--- config.mk ---
export PLATFORM = sky130hd
export DESIGN_NAME = pkt_capture_ctrl
export DESIGN_NICKNAME = d
export VERILOG_FILES = /design/src/rtl/pkt_capture_pkg.sv /design/src/rtl/pkt_capture_ctrl.sv
export SDC_FILE = /design/constraint.sdc
export NUM_CORES = 1
export LEC_CHECK = 0
export ABC_AREA = 1
export CORE_MARGIN = 10
export CORE_UTILIZATION = 35
export CTS_CLUSTER_DIAMETER = 120
export CTS_CLUSTER_SIZE = 24
export DETAILED_ROUTE_END_ITERATION = 8
export PLACE_DENSITY = 0.74
export REMOVE_ABC_BUFFERS = 1
export SYNTH_ARGS = -nofsm -noshare
export SYNTH_HDL_FRONTEND = slang
export SYNTH_SLANG_ARGS = --single-unit
--- constraint.sdc ---
create_clock -name CLK -period 1.6 [get_ports CLK]
set_input_delay 0.24 -clock CLK [delete_from_list [all_inputs] [get_ports CLK]]
set_output_delay 0.24 -clock CLK [all_outputs]
set_load 0.01 [all_outputs]
--- src/rtl/pkt_capture_pkg.sv ---
// -----------------------------------------------------------------------------
// pkt_capture_pkg
// Shared definitions for the packet capture controller:
//   - cap_state_e : capture FSM states (IDLE, CAPTURE, DONE)
//   - DEF_ADDR_WIDTH / DEF_DATA_WIDTH : default SRAM geometry (32768 x 36)
// -----------------------------------------------------------------------------
package pkt_capture_pkg;

  localparam int DEF_ADDR_WIDTH = 15;
  localparam int DEF_DATA_WIDTH = 36;

  typedef enum logic [1:0] {
    IDLE    = 2'd0,
    CAPTURE = 2'd1,
    DONE    = 2'd2
  } cap_state_e;

endpackage : pkt_capture_pkg

--- src/rtl/pkt_capture_ctrl.sv ---
// -----------------------------------------------------------------------------
// pkt_capture_ctrl
// Capture/readback controller in front of a single-port SRAM (active-low
// CEB/WEB, 1-cycle read latency). On cfg_start it writes the incoming in_data
// stream to consecutive addresses from 0; once capture has finished it serves
// random-access host reads over the same port.
//
// Ports:
//   CLK, RSTN            clock (rising edge), synchronous active-low reset
//   cfg_start, cfg_len   start pulse, word count minus 1 (latched on start)
//   cfg_stop             (CAPTURE_WRAP_EN only) end a wrapping capture
//   in_valid, in_data    sample stream, accepted only while capturing
//   rd_req, rd_addr      host read request, accepted when rd_ready=1
//   rd_ready, rd_valid   read handshake; rd_data is MEM_Q passed through
//   busy, done, wr_ptr   capture status and next write address
//   MEM_CEB/WEB/A/D, MEM_Q  registered SRAM strobes, address, data; read data
//
// Build option: define CAPTURE_WRAP_EN to replace the length-bounded capture
// by a continuous, address-wrapping capture that ends on cfg_stop.
// -----------------------------------------------------------------------------
module pkt_capture_ctrl
  import pkt_capture_pkg::*;
#(
  parameter int ADDR_WIDTH = DEF_ADDR_WIDTH,
  parameter int DATA_WIDTH = DEF_DATA_WIDTH
) (
  input  logic                  CLK,
  input  logic                  RSTN,
  input  logic                  cfg_start,
  input  logic [ADDR_WIDTH-1:0] cfg_len,
`ifdef CAPTURE_WRAP_EN
  input  logic                  cfg_stop,
`endif
  input  logic                  in_valid,
  input  logic [DATA_WIDTH-1:0] in_data,
  input  logic                  rd_req,
  input  logic [ADDR_WIDTH-1:0] rd_addr,
  output logic                  rd_ready,
  output logic                  rd_valid,
  output logic [DATA_WIDTH-1:0] rd_data,
  output logic                  busy,
  output logic                  done,
  output logic [ADDR_WIDTH-1:0] wr_ptr,
  output logic                  MEM_CEB,
  output logic                  MEM_WEB,
  output logic [ADDR_WIDTH-1:0] MEM_A,
  output logic [DATA_WIDTH-1:0] MEM_D,
  input  logic [DATA_WIDTH-1:0] MEM_Q
);

  localparam logic [ADDR_WIDTH-1:0] ADDR_ONE = {{(ADDR_WIDTH-1){1'b0}}, 1'b1};

  cap_state_e            state_r, state_s;
  logic [ADDR_WIDTH-1:0] len_r, len_s;
  logic [ADDR_WIDTH-1:0] wr_ptr_r, wr_ptr_s;
  logic                  done_r, done_s;
  logic                  mem_ceb_r, mem_ceb_s;
  logic                  mem_web_r, mem_web_s;
  logic [ADDR_WIDTH-1:0] mem_a_r, mem_a_s;
  logic [DATA_WIDTH-1:0] mem_d_r, mem_d_s;
  logic                  rd_valid_r;
  logic                  last_wr_s;
  logic                  stop_s;

  // End-of-capture conditions: length match in single-shot mode, cfg_stop in wrap mode.
  always_comb begin
    last_wr_s = 1'b0;
    stop_s    = 1'b0;
`ifdef CAPTURE_WRAP_EN
    stop_s    = cfg_stop;
`else
    last_wr_s = (wr_ptr_r == len_r);
`endif
  end

  // Next-state and next-strobe logic; the SRAM port is granted to exactly one of write/read/none.
  always_comb begin
    state_s   = state_r;
    len_s     = len_r;
    wr_ptr_s  = wr_ptr_r;
    done_s    = done_r;
    mem_ceb_s = 1'b1;
    mem_web_s = 1'b1;
    mem_a_s   = mem_a_r;
    mem_d_s   = mem_d_r;
    case (state_r)
      IDLE, DONE: begin
        if (cfg_start) begin
          // Start wins over a coincident read; that read is simply dropped.
          state_s  = CAPTURE;
          len_s    = cfg_len;
          wr_ptr_s = '0;
          done_s   = 1'b0;
        end else if (rd_req) begin
          mem_ceb_s = 1'b0;
          mem_a_s   = rd_addr;
        end else begin
          mem_ceb_s = 1'b1;
        end
      end
      CAPTURE: begin
        if (in_valid) begin
          mem_ceb_s = 1'b0;
          mem_web_s = 1'b0;
          mem_a_s   = wr_ptr_r;
          mem_d_s   = in_data;
          wr_ptr_s  = wr_ptr_r + ADDR_ONE;
          if (last_wr_s || stop_s) begin
            state_s = DONE;
            done_s  = 1'b1;
          end else begin
            state_s = CAPTURE;
          end
        end else if (stop_s) begin
          state_s = DONE;
          done_s  = 1'b1;
        end else begin
          state_s = CAPTURE;
        end
      end
      default: begin
        state_s = IDLE;
      end
    endcase
  end

  // State, status and SRAM port registers with synchronous reset.
  always_ff @(posedge CLK) begin
    if (!RSTN) begin
      state_r    <= IDLE;
      len_r      <= '0;
      wr_ptr_r   <= '0;
      done_r     <= 1'b0;
      mem_ceb_r  <= 1'b1;
      mem_web_r  <= 1'b1;
      mem_a_r    <= '0;
      mem_d_r    <= '0;
      rd_valid_r <= 1'b0;
    end else begin
      state_r    <= state_s;
      len_r      <= len_s;
      wr_ptr_r   <= wr_ptr_s;
      done_r     <= done_s;
      mem_ceb_r  <= mem_ceb_s;
      mem_web_r  <= mem_web_s;
      mem_a_r    <= mem_a_s;
      mem_d_r    <= mem_d_s;
      // A read strobe this cycle means MEM_Q holds the word next cycle.
      rd_valid_r <= ~mem_ceb_r & mem_web_r;
    end
  end

  assign busy     = (state_r == CAPTURE);
  assign rd_ready = (state_r != CAPTURE);
  assign done     = done_r;
  assign wr_ptr   = wr_ptr_r;
  assign rd_valid = rd_valid_r;
  assign rd_data  = MEM_Q;
  assign MEM_CEB  = mem_ceb_r;
  assign MEM_WEB  = mem_web_r;
  assign MEM_A    = mem_a_r;
  assign MEM_D    = mem_d_r;

endmodule : pkt_capture_ctrl
# --- Word level (Yosys, flattened, before mapping) ---
# Index checks and enable logic that the tools add are counted.
# W data, S select, Z words.
word_totals:
  n_memories: 0
  regBits: 87
  mem_bits_ro: 0
  ram_bits: 0
  wordCells: 49
  latch_bits: 0
  out_inout_bits: 108
op_classes:
  bitwise_logic: 2
  order_cmp: 0
  eq_ne: 9
  mux: 19
  n_shift: 0
  n_reduce_logical: 9
  mul: 0
  addsub: 1
  div_mod_pow: 0
ops:
  columns: ["op", "n"]
  rows:
  - ["$mux W15", 5]
  - ["$pmux W15 S2", 2]
  - ["$add A15 B1 Y15 const B", 1]
  - ["$eq A15 B15 Y1", 1]
  - ["$ne A2 B2 Y1 const B", 4]
  - ["$reduce_and A4 Y1", 2]
  - ["$mux W1", 6]
  - ["$mux W2", 3]
  - ["$reduce_and A2 Y1", 3]
  - ["$ne A2 B1 Y1 const B", 2]
  - ["$pmux W1 S2", 2]
  - ["$pmux W2 S2", 1]
  - ["$reduce_and A3 Y1", 1]
  - ["$eq A2 B1 Y1 const B", 1]
  - ["$eq A2 B2 Y1 const B", 1]
  - ["$logic_not A2 Y1", 1]
  - ["$reduce_bool A2 Y1", 1]
  - ["$reduce_or A2 Y1", 1]
  - ["$and A1 B1 Y1", 1]
  - ["$not A1 Y1", 1]

# --- Longest topological paths before layout ---
# Gate-level depths: netlist (run 1).
logic_depth:
  depth_word: 4
  mapped_depth: 10

# --- Worst setup path before layout (run 1) ---
# No wires, ideal clock.
synth_timing:
  path_type: "reg2reg"
  startpoint: "reg wr_ptr_r[0], in the netlist wr_ptr[0]"
  endpoint: "reg wr_ptr_r[10], in the netlist wr_ptr[10]"
  arrival_time_ns: 1.345
  period_less_slack_ns: 1.465
  setup_time_ns: 0.119
  path_slack_ns: 0.135
  stages_incl_launch_ff: 9
  required_ns: 1.481
  path_cell_list: "dfxtp_1 ha_1 nand2_2 nor2_2 nand2_2 nor2_4 nand2_2 o21ai_0 a21oi_1"
synth_between:
  elab_chain_cells: 3
synth_rtl:
  columns: ["element", "line", "text"]
  rows:
  - ["start: declaration", "pkt_capture_ctrl.sv:55", "logic [ADDR_WIDTH-1:0] wr_ptr_r, wr_ptr_s;"]
  - ["start signal: assignment", "pkt_capture_ctrl.sv:142", "wr_ptr_r <= wr_ptr_s;"]
  - ["$add A15 B1 Y15", "pkt_capture_ctrl.sv:107", "wr_ptr_s = wr_ptr_r + ADDR_ONE;"]
  - ["$mux W15", "pkt_capture_ctrl.sv:102", "if (in_valid) begin"]
  - ["$pmux W15 S2", "pkt_capture_ctrl.sv:86", "case (state_r)"]
# No other way between the ends. The select of a mux whose other input is x is not followed.
# A chain may end at the register's enable or synchronous reset.

# --- Worst setup path in the final report (run 1) ---
layout_timing:
  startpoint: "reg wr_ptr_r[8], in the netlist wr_ptr[8]"
  endpoint: "out wr_ptr[8]"
layout_lines:
  columns: ["element", "line", "text"]
  rows:
  - ["end: declaration", "pkt_capture_ctrl.sv:43", "output logic [ADDR_WIDTH-1:0] wr_ptr,"]
# No word-level cell between the ends.

==> metrics.md, run 1 <==
| Metric | Value |
|---|---|
| Final period util | 95.9% |
| Initial Utilization | 35.9% |
| Static leakage | 2.20 nW |
| Remaining antenna violation count after routing | 0 |
| Sequential fraction of the synthesis area | 44.8% |
| Largest net degree at the start of global routing | 37 |
| Status | complete, no violations |
| Crit path time final | 1.53 ns |
| Worst Path Buf+Inv | 1 |
| CP Class | reg2out |
| DRT iter0 DRCs | 210 |
| Worst slew pin tran | between 0.3 and 0.4 ns |
| Crit path cell chain | clkdlybuf4s50_1 |
| Synthesis warning total | 0 |
| Clk buf depth | 2 |
| Total grt overflow | 0 |
| Port Buffer Count | 142 |
| Layout cells sized above 1 | 11.0% |
| Worst endpoint data arrival time | ~1.3 ns |
| Hold Path Class | in2reg |
| Min-delay src | in_data[16] |
| Post-CTS Resized | 24 |
| Initial antenna violation count | 0 |
| Power Dens Cells | 889 nW/um^2 |
| Routed WL per cell | 16.8 um |
| TritonCTS buffer count | 9 |
| Core area | around 11000 sq um |
| Final setup vio count | 0 |
| Final hold vios | 0 |
| Cell family with most CP delay | buffers and inverters |
| First-pass GRT wire length | 20900 um |
| Fin. max-slew vios | 0 |
| Floorplan row count | 38 |
| Vias in the first global route | between 3000 and 4000 |
| PnR worst setup slack | 0.0661 ns |
| CP Launch Type | flop |
| Hold-fix buffers, CTS | 0 |
| Max cap viols | 0 |
| Critical Path RT | 1.36 ns |
| Seq cells post-synth | 87 |
| F_max | 652 MHz |
| Worst-path fanout max | 4 |
| Total Neg Setup Slack | 0 ns |
| Crit Reg-Reg Endpoint | wr_ptr[10] |
| RSZ-0062 raised after global routing | true |
| Hold Path Sink | MEM_D[16] |
| FF-to-FF Start | wr_ptr[7] |
| Filler cells | 1076 |
| Synth Instances | 536 |
| N_diodes | 0 |
| GRT Total Usage | between 10% and 20% |
| Average size of a mapped cell | 7.26 sq um |
| Root buffer cell | clkbuf_8 |
| Worst-path clk slew | 0.09 ns |
| Gpl congestion | 0.850 |
| Slowest-stage cell, CP | clkdlybuf4s50_1 |
| Dpl ws | -0.0279 ns |
| Worst ir drop on vdd | 0.000438 V |
| CTS tree | done |
| Final nets | 758 |
| CTS Sinks | 87 |
| Die Footprint | 15700 sq um |
| Number of detailed-route iterations in the first pass | 4 |
| CP Capture Type | output pin |
| Hold depth | 3 |
| Post-CTS Repair Setup Buffers | 0 |
| CTS HTree Levels | 3 |
| Clock latency at the later pin of the worst-skew pair | between 0.3 and 0.4 ns |
| Library cells used by synthesis | 29 |
| Detailed Place HPWL | 10300 um |
| DR vias/cell | 4.77 |
| Drc violations | 0 |
| Total Wirelength | between 10000 and 15000 um |
| Delay of the slowest critical-path stage | 0.57 ns |
| Worst Reg-to-Reg Cells | 7 |
| Internal reg-to-reg setup slack | 0.21 ns |
| Area grow syn2layout | 41.2% |
| Netlist Area Pre-Place | 3890 sq um |
| # IOs | 215 |
| Die W | 125 um |
| Slew headroom | 75.6% |
| Via count | 3789 |
| Worst clock skew | 0.0126 ns |
| DIE HEIGHT | 125 um |
synth_stat cells, drive strengths merged:
library cell,instances,area (sq um)
dfxtp,87,1740
clkinv,1,3.75
a31oi,15,93.8
buf,54,363
ha,1,12.5
clkbuf,7,27.5
or2,1,6.26
nor3,4,25.0
nand2,171,664
xor2,1,8.76
xnor2,1,8.76
a21oi,60,300
o211ai,1,7.51
nand4,4,25.0
o21ai,39,199
inv,41,154
nor2,38,180
nand3,10,70.1
registers in the layout, indices dropped and copies added, names as in the netlist:
register / flops
MEM_D: 36
MEM_A: 15
len_r: 15
wr_ptr: 15
state_r: 2
MEM_CEB: 1
MEM_WEB: 1
done: 1
rd_valid: 1
final cells by class:
cell class | count | area [sq um] | share of cell area, %
sequential | 87 | 1750 | 31.9
timing repair buffer | 164 | 1610 | 29.3
multi-input combinational | 346 | 1600 | 29.1
tap | 140 | 175 | 3.19
inverter | 42 | 159 | 2.89
clock buffer | 11 | 141 | 2.57
clock inverter | 5 | 56.3 | 1.02
worst max path at each step:
stage	cells past startpoint	slack [ns]	to	start
after floorplan	4	-0.25	MEM_A[0]	state_r[0]
after global placement	10	0.03	wr_ptr[13]	in_valid
after detailed placement	6	-0.03	MEM_D[6]	in_valid
after CTS	1	0.01	wr_ptr[9]	wr_ptr[9]
after global routing	4	-0.008	busy	state_r[1]
final	1	0.07	wr_ptr[8]	wr_ptr[8]
through the flow:
step	total power [mW]	area (sq um)	hold slack, ns	instances	util, %
floorplan	2.79	3500	0.310	475	-
global placement	3.35	5290	0.399	779	48.8
detailed placement	3.37	5290	0.416	779	48.8
CTS	4.95	5490	0.397	795	50.6
global route	5.16	5500	0.411	795	50.7
finish	4.88	5500	0.423	795	50.7
layout by cell type, fill, tap and decap left out, types with 11 or more instances in the layout:
cell and n:
nor2_1 31, inv_1 38, o21ai_0 36, nand2_1 164
buf_4 20, dfxtp_1 77, clkdlybuf4s50_1 126, dlygate4sd2_1 11
a21oi_1 60, a31oi_1 15
metal layers:
metal	track usage [%]	wire length (um)	up-vias
met2	25.9	6270	165
li1	-	-	1898
met3	9.84	1600	11
met1	17.7	5240	1713
met4	5.62	155	2
met5	2.48	53	-
power by group:
| group | switching [mW] | leakage [nW] | total [mW] | internal, mW |
|---|---|---|---|---|
| logic | 0.458 | 1.38 | 0.952 | 0.493 |
| clock network | 0.805 | 0.0997 | 1.57 | 0.766 |
| registers | 0.0669 | 0.716 | 2.36 | 2.29 |
kinds of logic after synthesis:
group | synth area share (%)
AO/OA/AOI/OAI | 15.4
buffers and inverters | 14.1
XOR/XNOR | 0.450
flip-flops | 44.8
adder cells (fa/ha/maj) | 0.321
AND/OR/NAND/NOR | 25.0
Note: power is estimated with default switching activity, not from simulation.
==> run 2: changes to the inputs <==
- ABC_CLOCK_PERIOD_IN_PS: unset -> 1580
- PLACE_DENSITY: 0.74 -> unset
- PLACE_DENSITY_LB_ADDON: unset -> 0.15
- clock period: 1.6 -> 1.58 ns (I/O delays scaled with it)
==> run 2 against run 1 <==
Against the previous run:
- cell count grew 0.25%
- count of clock-buffer cells in the layout is 1 lower
- flip-flop and latch count unchanged
- core utilization increased by 0.62 points
- routed wire length is 2.3% higher
- clock power about the same
- critical endpoint is now wr_ptr[9]
==> metrics.md, run 2 (same netlist as run 1, synthesis figures left out) <==
| Metric | Value |
|---|---|
| CTS HTree Levels | 3 (unchanged) |
| Worst-path fanout max | 4 (unchanged) |
| Final setup vio count | 0 (unchanged) |
| Initial Utilization | 35.9% (unchanged) |
| Static leakage | 2.28 nW (+4.0%) |
| # IOs | 215 (unchanged) |
| Detailed Place HPWL | 10400 um (+0.76%) |
| Max cap viols | 0 (unchanged) |
| Cell family with most CP delay | buffers and inverters |
| Worst endpoint data arrival time | 1.30 ns (about the same) |
| DR vias/cell | 4.69 (-1.6%) |
| Floorplan row count | 38 (unchanged) |
| Worst Path Buf+Inv | 1 (unchanged) |
| Layout cells sized above 1 | 11.9% (+0.88 points) |
| Filler cells | 1082 (+0.56%) |
| DRT iter0 DRCs | 165 (-21%) |
| Final hold vios | 0 (unchanged) |
| Delay of the slowest critical-path stage | 0.55 ns (-0.02 ns) |
| Slowest-stage cell, CP | clkdlybuf4s50_1 |
| Port Buffer Count | 142 (unchanged) |
| F_max | 649 MHz |
| Worst ir drop on vdd | 0.000569 V (+30%) |
| Final nets | 760 (+0.26%) |
| Die Footprint | 15700 sq um (unchanged) |
| Number of detailed-route iterations in the first pass | 4 (unchanged) |
| Critical Path RT | 1.34 ns (-0.02 ns) |
| Power Dens Cells | 883 nW/um^2 (-0.67%) |
| Crit path time final | approximately 1.5 ns |
| Area grow syn2layout | 43.0% |
| Core area | 10800 sq um (unchanged) |
| Post-CTS Repair Setup Buffers | 0 (unchanged) |
| Crit path cell chain | clkdlybuf4s50_1 |
| Hold Path Class | in2reg |
| CTS tree | done |
| CP Class | reg2out |
| CP Launch Type | flop |
| Gpl congestion | 0.798 (-6.1%) |
| Root buffer cell | clkbuf_8 |
| Worst clock skew | 0.0102 ns (-0.00245 ns) |
| Slew headroom | 71.8% (-3.8 points) |
| Status | complete, no violations |
| Largest net degree at the start of global routing | 40 (+8.1%) |
| Remaining antenna violation count after routing | 0 (unchanged) |
| N_diodes | 0 (unchanged) |
| Total Neg Setup Slack | 0 ns (unchanged) |
| Internal reg-to-reg setup slack | 0.20 ns (about the same) |
| Worst-path clk slew | 0.09 ns (about the same) |
| Finished Layout Cells | 797 (+0.25%) |
| DP Cell Count | 781 (+0.26%) |
| Hold-fix buffers, CTS | 0 (unchanged) |
| Clock latency at the later pin of the worst-skew pair | 0.37 ns (about the same) |
| Commonest non-fill, non-tap cell in the layout | nand2_1 |
| Final period util | a little over nine tenths |
| Total grt overflow | 0 (unchanged) |
| Clk buf depth | 2 (unchanged) |
| Fin. max-slew vios | 0 (unchanged) |
| Vias in the first global route | 3685 (-3.6%) |
| PnR worst setup slack | 0.0391 ns (-0.0270 ns) |
| Worst slew pin tran | 0.423 ns (+0.0570 ns) |
| Number of flip-flops under the largest register name | 36 (unchanged) |
| Total Wirelength | 13600 um (+2.3%) |
| DIE HEIGHT | 125 um (unchanged) |
| RSZ-0062 raised after global routing | false |
| TritonCTS buffer count | 9 (unchanged) |
| First-pass GRT wire length | 21100 um (+0.86%) |
| Via count | 3737 (-1.4%) |
| Drc violations | 0 (unchanged) |
| Initial antenna violation count | 0 (unchanged) |
| Smallest hold slack | 0.410 ns (-0.0128 ns) |
| Dpl ws | -0.0426 ns (-0.0147 ns) |
| Die W | 125 um (unchanged) |
| CTS Sinks | 87 (unchanged) |
| Routed WL per cell | 17.1 um (+2.0%) |
| Most frequent cells in the layout | nand2_1, clkdlybuf4s50_1, dfxtp_1 |
| CP Capture Type | output pin |
| GRT Total Usage | 16.8% (+0.38 points) |
[run 2: changes by cell type in the layout (fill, tap and decap cells not counted), sizes merged, moves of 2 or more]
cell and delta:
buf +2, dlymetal6s2s +5, dlygate4sd2 -3, clkinv +2
[run 2: layout make-up]
class | count | area (sq um) | area share, %
clock buffer | 10 | 128 | 2.29
sequential | 87 | 1770 | 31.7
inverter | 42 | 158 | 2.83
tap | 140 | 175 | 3.15
clock inverter | 6 | 61.3 | 1.10
multi-input combinational | 346 | 1610 | 29.0
timing repair buffer | 166 | 1660 | 29.9
[run 2: path summary, 6_finish.rpt]
path | to | cells after the start | start
max | wr_ptr[9] | 1 | wr_ptr[9]
min | MEM_D[34] | 3 | in_data[34]
max reg2reg | state_r[0] | 10 | wr_ptr[1]
min reg2reg | rd_valid | 1 | MEM_CEB
[run 2: layer usage]
| metal | up-vias | share of wire, % | global-route usage, % |
|---|---|---|---|
| met3 | 11 | 11 | 10.2 |
| met4 | 0 | 0.88 | 4.47 |
| met5 | - | 0 | 1.55 |
| met2 | 121 | 43 | 24.2 |
| li1 | 1901 | - | - |
| met1 | 1704 | 45 | 20.5 |
[run 2: where the power goes]
| group | total (mW) | internal [mW] | switching [mW] |
|---|---|---|---|
| Sequential | 2.39 | 2.32 | 0.0672 |
| Clock | 1.55 | 0.726 | 0.822 |
| Combinational | 0.977 | 0.510 | 0.467 |
[run 2: worst reg2reg max path, cell delays in order, from the launching register on]
cell and delay (ns):
dfxtp_1 0.34, buf_4 0.16, inv_1 0.05, nand2_1 0.05, nand2_1 0.05, nor2_1 0.16, nand2_1 0.08, nor2_2 0.14
nand2_1 0.10, nand2_1 0.08, a21oi_1 0.06
[run 2: timing repair]
action,CTS,global route
resized for setup,25,11
cloned,0,0
setup endpoints to repair,17,11
[run 2: stage by stage]
step / util [%] / instance area, sq um / total power, mW
after detailed placement: 49.1 / 5330 / 3.43
after floorplan: - / 3500 / 2.83
after global placement: 49.1 / 5330 / 3.42
final: 51.3 / 5560 / 4.91
after CTS: 51.0 / 5530 / 4.96
after global routing: 51.3 / 5560 / 5.16
